`src/rtl/bdiv.sv`:
```
// Sequential 8.8 / 8.8 unsigned fixed-point divider producing a 16.16 quotient.
// Radix-2 restoring division, one quotient bit per clock, bmul-style in_rdy/res_rdy handshake.
module bdiv #(
  parameter int ITER = 32
) (
  input  logic       clk,
  input  logic       rst,
  input  logic [7:0] a_int,
  input  logic [7:0] a_dec,
  input  logic [7:0] b_int,
  input  logic [7:0] b_dec,
  input  logic       in_rdy,
  output logic [7:0] res_int1,
  output logic [7:0] res_int2,
  output logic [7:0] res_dec1,
  output logic [7:0] res_dec2,
  output logic       res_rdy,
  output logic       busy,
  output logic       div_zero
);

  localparam logic [1:0] IDLE = 2'd0;
  localparam logic [1:0] CALC = 2'd1;
  localparam logic [1:0] DONE = 2'd2;

  logic [1:0]  state_reg;
  logic [15:0] b_reg;
  logic [31:0] n_reg;
  logic [16:0] r_reg;
  logic [31:0] q_reg;
  logic [4:0]  cnt_reg;
  logic [31:0] res_reg;
  logic        res_rdy_reg;
  logic        busy_reg;
  logic        div_zero_reg;

  logic [15:0] b_in;
  logic [16:0] r_shift;
  logic        q_bit;
  logic [16:0] r_next;
  logic [31:0] q_next;

  assign b_in = {b_int, b_dec};

  // A set top remainder bit would mean the shifted value exceeds any 16-bit divisor.
  always_comb begin
    r_shift = {r_reg[15:0], n_reg[31]};
    q_bit   = r_reg[16] | (r_shift >= {1'b0, b_reg});
    r_next  = q_bit ? (r_shift - {1'b0, b_reg}) : r_shift;
    q_next  = {q_reg[30:0], q_bit};
  end

  always_ff @(posedge clk or negedge rst) begin
    if (!rst) begin
      state_reg    <= IDLE;
      b_reg        <= '0;
      n_reg        <= '0;
      r_reg        <= '0;
      q_reg        <= '0;
      cnt_reg      <= '0;
      res_reg      <= '0;
      res_rdy_reg  <= 1'b0;
      busy_reg     <= 1'b0;
      div_zero_reg <= 1'b0;
    end else begin
      case (state_reg)
        IDLE: begin
          if (in_rdy) begin
            busy_reg     <= 1'b1;
            div_zero_reg <= 1'b0;
            b_reg        <= b_in;
            n_reg        <= {a_int, a_dec, 16'h0000};
            r_reg        <= '0;
            q_reg        <= '0;
            cnt_reg      <= '0;
            if (b_in == 16'h0000) begin
              // Division by zero saturates and skips the iterations entirely.
              res_reg      <= 32'hFFFF_FFFF;
              div_zero_reg <= 1'b1;
              res_rdy_reg  <= 1'b1;
              state_reg    <= DONE;
            end else begin
              state_reg <= CALC;
            end
          end
        end
        CALC: begin
          r_reg   <= r_next;
          n_reg   <= {n_reg[30:0], 1'b0};
          q_reg   <= q_next;
          cnt_reg <= cnt_reg + 5'd1;
          if (cnt_reg == 5'(ITER - 1)) begin
            res_reg     <= q_next;
            res_rdy_reg <= 1'b1;
            state_reg   <= DONE;
          end
        end
        DONE: begin
          res_rdy_reg <= 1'b0;
          busy_reg    <= 1'b0;
          state_reg   <= IDLE;
        end
        default: state_reg <= IDLE;
      endcase
    end
  end

  assign res_int1 = res_reg[31:24];
  assign res_int2 = res_reg[23:16];
  assign res_dec1 = res_reg[15:8];
  assign res_dec2 = res_reg[7:0];
  assign res_rdy  = res_rdy_reg;
  assign busy     = busy_reg;
  assign div_zero = div_zero_reg;

endmodule

```
`config.mk`:
```
export PLATFORM = sky130hd
export DESIGN_NAME = bdiv
export DESIGN_NICKNAME = d
export VERILOG_FILES = /design/src/rtl/bdiv.sv
export SDC_FILE = /design/constraint.sdc
export NUM_CORES = 1
export LEC_CHECK = 0
export CAP_MARGIN = 30
export CORE_MARGIN = 2
export CORE_UTILIZATION = 45
export CTS_CLUSTER_DIAMETER = 150
export DETAILED_ROUTE_END_ITERATION = 7
export PLACE_DENSITY_LB_ADDON = 0.3
export SLEW_MARGIN = 15
export SYNTH_ARGS = -nofsm -noshare
export SYNTH_HDL_FRONTEND = slang
export SYNTH_SLANG_ARGS = --single-unit
```
`constraint.sdc`:
```
create_clock -name clk -period 2.2 [get_ports clk]
set_input_delay 0.55 -clock clk [delete_from_list [all_inputs] [get_ports clk]]
set_output_delay 0.55 -clock clk [all_outputs]
set_load 0.03 [all_outputs]
```
==> results.toml <==
[clock_network]
cts.reportedPaths.clkPinSlew_ns = 0.06
tritoncts_num_sinks = 122
clkLatencyLatePin_ns = 0.42
buffers_from_clock_root_to_sink_at_most = 2
clockRootBuffer = "clkbuf_16"
cts_tree = "built"
depth_of_the_cts_h_tree = 4
numCtsBuffers = 17

[synthesis]
synth_area_leaders = "dfrtp_1 (51%), nand2_1 (8.4%), o21ai_0 (7.9%)"
synth_enable_flop_cells = 0
primary_flip_flop_cell_chosen_by_synthesis_mapping = "dfrtp_1"
netlist_area_um2 = 5997
post_synth_inst_count = 641
syn_nets = 698
yosysSeqAreaShare = 0.5091
synth_area_per_inst_um2 = 9.356
async_flop_share = 1.000
synth_warnings = 0
synth_largest_type_area_fraction = 0.5091
post_synth_num_cell_types = 52
synthDominantAreaCellType = "dfrtp_1"
yosys_register_bits = 122

[timing]
max_freq_mhz = 444.7
worstMarginPinSlew_ns = 0.5202
setup_total_negative_slack_ns = -0.2110
post-route-period-util = 1.022
worst_slew_margin_rel = 0.6532
fin_worst_hold_slack_ns = 0.1083
slew_violations = 0
post-route-min-period_ns = 2.249
clk_skew_ns = 0.006534
rsz0062_at_grt = "yes"
setup_ws_post_layout_ns = -0.04889
timing.final.setup_violations = 10
hold_violations = 0

[final_layout]
finish.cell_count_without_fillers = 961
antenna_cells_inserted = 0
largest_register_ff_count = 32
number_of_nets_in_the_layout = 829
mostFrequentLayoutCell = "nand2_1"
layout_common_cells = "nand2_1 (135), dfrtp_1 (122), o21ai_0 (91)"
drive_above_1_share = 0.2293
area_delta_synth_final_pct = 39.81

[placed_design]
numPortBuffers = 69
dpl.hpwl_um = 9545
placedCellCount = 923
gp_congestion = 0.8557

[grt]
global_route.usage.total = 0.2044
number_of_global_route_vias_before_repair = 4972
globalRouteOverflowTotal = 0
pin_count_of_the_biggest_net_entering_global_routing = 63
number_of_antenna_violations_at_the_first_check_in_global_routing = 0
grt_first_pass_wirelength_um = 23270

[setup_path]
crit_chain = "ha_4, buf_6, o211ai_1, buf_4, a21oi_4, a211oi_2, o31a_1, buf_6, mux2i_1, a22o_1"
reg2reg_slack_ns = -0.05
crit_path_end = "r_reg[1]$_DFFE_PN0P_"
cp-startpoint = "r_reg[2]$_DFFE_PN0P_"
rr_startpoint = "r_reg[2]$_DFFE_PN0P_"
worst_setup_path_start_kind = "flip-flop"
cp_slowest_stage_delay_ns = 0.42
criticalPathCategory = "reg -> reg"
crit_required_ns = 2.50
critical-path-slowest-cell = "dfrtp_1"
reg2regPathDepth = 10
crit-reg2reg-capture = "r_reg[1]$_DFFE_PN0P_"
worst_setup_path_end_kind = "flip-flop"
cp_max_fo = 8
crit_path_frequent_cell = "buf_6"
cp.arrival_ns = 2.55

[power_and_ir_drop]
cellPowerDensity_nw_per_um2 = 1633
vdd_drop_max_mv = 0.9417
static_power_due_to_leakage_nw = 3.758

[job]
max_cap_viol_count = 0

[route]
vias = 4997
drt-initial-drc-count = 288
drtPass1Iterations = 4
avgRoutedWirePerCell_um = 14.62
routed_via_density = 5.200
remaining_routing_drc_violations = 0
drtAntennaViolNets = 0
detail_route.wirelength_um = 14050

[die]
floorplan.io_pins = 70
placement_row_count = 42
fp.dieArea_um2 = 14270
start_util = 0.4565
die_w_um = 119.4
die-height_um = 119.4
placeableCoreArea_um2 = 13140

[status]
violated_checks = "negative setup slack"
outcome = "finished, violations left"

[min_path]
hold_path_class = "in -> async"
-- what timing repair did --
item	in CTS	in global routing
hold buffers	0	0
setup endpoints to repair	29	41
gates resized for setup	29	34
endpoints found under the hold margin	0	0
cloned	0	0
buffers inserted	6	2
pin swaps	21	12
-- cells in the mapped netlist, types with 5 or more instances --
| library cell | number |
|---|---|
| a21o_1 | 6 |
| a21oi_1 | 15 |
| a32oi_1 | 5 |
| buf_1 | 7 |
| clkbuf_1 | 24 |
| dfrtp_1 | 122 |
| ha_1 | 21 |
| inv_1 | 25 |
| mux2_2 | 16 |
| mux2i_1 | 24 |
| nand2_1 | 135 |
| nand3_1 | 6 |
| nand4_1 | 5 |
| nor2_1 | 48 |
| nor4_1 | 5 |
| o21ai_0 | 95 |
| o21ai_1 | 8 |
| o31ai_1 | 6 |
| xnor2_1 | 7 |
-- cell families (layout without fill, tap and decap cells) --
kind of cell,count (synthesis),after routing,synth area share
AOI/OAI and AO/OA,163,163,0.1607
adders and majority gates,22,22,0.04715
buffers and inverters,60,204,0.04069
and+or+nand+nor,224,224,0.1577
muxes,40,40,0.07010
DFF,122,122,0.5091
xor gates and xnor gates,10,10,0.01461
-- layout make-up --
class                   instances  area (um^2)
clock buffers                  17        425.4
clock inverters                15        191.4
fillers                      1060         4753
inverters                      26        97.59
multi-input cells             459         3057
flip-flops and latches        122         3053
well taps                     176        220.2
repair buffers                146         1340
-- per-layer routing --
layer,part of all wire,global-route usage
met4,0.018,0.09044
met3,0.031,0.04023
met1,0.44,0.2539
met5,0,0
met2,0.51,0.3457
-- where the power goes --
part / switching [mW] / internal, mW
Sequential: 0.519 / 3.06
Clock: 1.10 / 1.80
Combinational: 3.90 / 3.32
Total: 5.52 / 8.18
-- worst max-delay path: cells and delay by family, from the launching register on --
kind	cells	cell delay, ns
AO/OA/AOI/OAI	5	0.83
adder cells (fa/ha/maj)	1	0.31
buffers and inverters	3	0.45
flip-flops	1	0.42
multiplexers	1	0.12
-- worst min-delay path by stage --
stage	startpoint	end	slack (ns)	depth (start not counted)
after global routing	rst	res_reg[9]$_DFFE_PN0P_	0.14	1
after floorplan	rst	b_reg[0]$_DFFE_PN0P_	0.25	0
after CTS	rst	q_reg[11]$_DFFE_PN0P_	0.12	1
final	rst	res_reg[9]$_DFFE_PN0P_	0.11	1
after detailed placement	res_reg[0]$_DFFE_PN0P_	res_reg[0]$_DFFE_PN0P_	0.47	1
after global placement	res_reg[31]$_DFFE_PN0P_	res_reg[31]$_DFFE_PN0P_	0.46	2
-- metrics by stage --
| stage | cell area, um^2 | worst slack, ns | util | power (mW) |
|---|---|---|---|---|
| 2_1_floorplan | 6022 | 0.001087 | - | 7.640 |
| 3_3_place_gp | 7405 | -0.4206 | 0.5636 | 9.789 |
| 3_5_place_dp | 7405 | -0.4645 | 0.5636 | 10.00 |
| 4_1_cts | 8180 | -0.06254 | 0.6227 | 13.27 |
| 5_1_grt | 8384 | -0.1286 | 0.6382 | 14.60 |
| 6_report | 8384 | -0.04889 | 0.6382 | 13.69 |
Note: power is estimated with default switching activity, not from simulation.
==> variant (config.mk and constraints unchanged) <==
Make the reset (`rst`) synchronous in one clocked block.
--- a/src/rtl/bdiv.sv
+++ b/src/rtl/bdiv.sv
@@ -50,7 +50,7 @@
     q_next  = {q_reg[30:0], q_bit};
   end
 
-  always_ff @(posedge clk or negedge rst) begin
+  always_ff @(posedge clk) begin
     if (!rst) begin
       state_reg    <= IDLE;
       b_reg        <= '0;
Function: differs if rst is asserted again (counterexample within 4 cycles, from zero or initial values and one cycle with rst low); with rst held inactive, the same outputs for 10 cycles.
==> variant against the unedited design <==
The run still ends with setup timing left. Routed wire length rose by 13%. Synthesized area fell by 5.0%. Worst setup slack got worse by 30 ps. Sequential cell count did not move. Final area fell by 1.5%. Count of clock-buffer cells in the layout rose by 1. Critical path depth fell by 1. Highest routed layer unchanged.
Power is not compared: it rests on default switching activity, and its combinational part moved more than twofold at a synthesized area within 25%.
==> variant: results (changes against the unedited design) <==
stage	metric	value	unit	change
run_status	status	finished with violations		
run_status	violated checks	setup timing		
sta	Setup TNS	-130	ps	+81.2 ps
synth	syn_nets	726		+4.0%
placed_design	placed cell count	938		+1.6%
detailed_routing	initial drt markers	308		+6.9%
synth	Netlist cell types	65		+25%
synth	Synth async-reset ratio	0	%	-100 points
worst_setup_path	critical path peak fanout	4		-4
synth	XOR/XNOR Fraction of Synth Area	1.54	%	+0.078 points
placed_design	final RePlAce weighted congestion	0.880		+2.9%
detailed_routing	drt first pass iters	5		+1
worst_setup_path	slowest stage cell on the critical path	o21ai_0		
synth	most instantiated cells after synthesis	dfxtp_1 (122), nor2_1 (103), nand2_1 (60)		
detailed_routing	met2 wire length	8290	µm	+15%
worst_setup_path	Crit path largest cell delay	460	ps	+40 ps
placed_design	Post-Place Setup Slack	-631	ps	-166 ps
sta	Clock Skews	20.5	ps	+13.9 ps
cells_and_area	Final nets	865		+4.3%
synth	Area contributors post-synth	dfxtp_1 (43%), nor2_1 (6.8%), a311oi_1 (4.8%)		
grt	GR Util met2	39.4	%	+4.8 points
grt	met1 usage	27.1	%	+1.7 points
sta	Setup WS post-layout	-79.0	ps	-30.1 ps
sta	Slew HR	64.9	%	-0.40 points
grt	global-route wire length before repair	24400	µm	+5.0%
detailed_routing	M1 WL	6480	µm	+5.1%
sta	hold slack	430	ps	+322 ps
sta	setup violators final	4		-6
detailed_routing	vias	5421		+8.5%
synth	mux contribution to synthesized area	4.22	%	-2.8 points
detailed_routing	Met3 Routed Length	666	µm	+55%
synth	Seq/Total Area, Yosys	42.9	%	-8.0 points
## variant: cell types whose count changed after synthesis, sizes merged, moves of 17 or more
cell / delta
a211oi: +17
a21oi: +22
a22oi: +36
a311oi: +31
dfrtp: -122
dfxtp: +122
inv: +30
nand2: -74
nor2: +55
o21ai: -74
## variant: final timing paths
check                 start         to  depth (start not counted)
hold / removal     b_int[6]  b_reg[14]                          3
hold reg to reg   b_reg[12]  b_reg[12]                          2
setup / recovery   b_reg[1]  r_reg[13]                          9
setup reg to reg   b_reg[1]  r_reg[13]                          9
## variant: worst reg2reg max path, delay by kind of cell (launching register included)
kind,cells,cell delay (ps)
simple gates,2,410
flops,1,320
buf+inv,1,80
compound gates,5,1210
fa+ha+maj,1,200
## variant: cells by family after synthesis
logic type                 Yosys count
and+or+nand+nor                    209
adders and majority gates           22
DFF                                122
AOI/OAI and AO/OA                  182
buffers and inverters              100
muxes                               24
xor gates and xnor gates            10
## variant: power groups by stage
stage | Combinational, mW | Clock [mW] | Sequential [mW]
final | 3.38 | 2.96 | 2.61
after global routing | 3.62 | 3.09 | 2.63
after CTS | 3.11 | 3.00 | 2.60
after detailed placement | 2.77 | 0 | 2.64
after global placement | 2.71 | 0 | 2.63
after floorplan | 1.58 | 0 | 2.86
## variant: what timing repair did
item,CTS,global route
cloned,3,1
pin swaps,34,39
setup buffers,14,6
hold buffers,0,0
setup endpoints to repair,50,50
resized for setup,51,53
## variant: area by class of cell
type | count | share of cell area [%]
multi-input cells | 447 | 39.0
inverters | 57 | 2.59
flip-flops and latches | 122 | 29.7
clock inverters | 13 | 2.36
well taps | 172 | 2.61
clock buffers | 18 | 5.20
repair buffers | 163 | 18.6
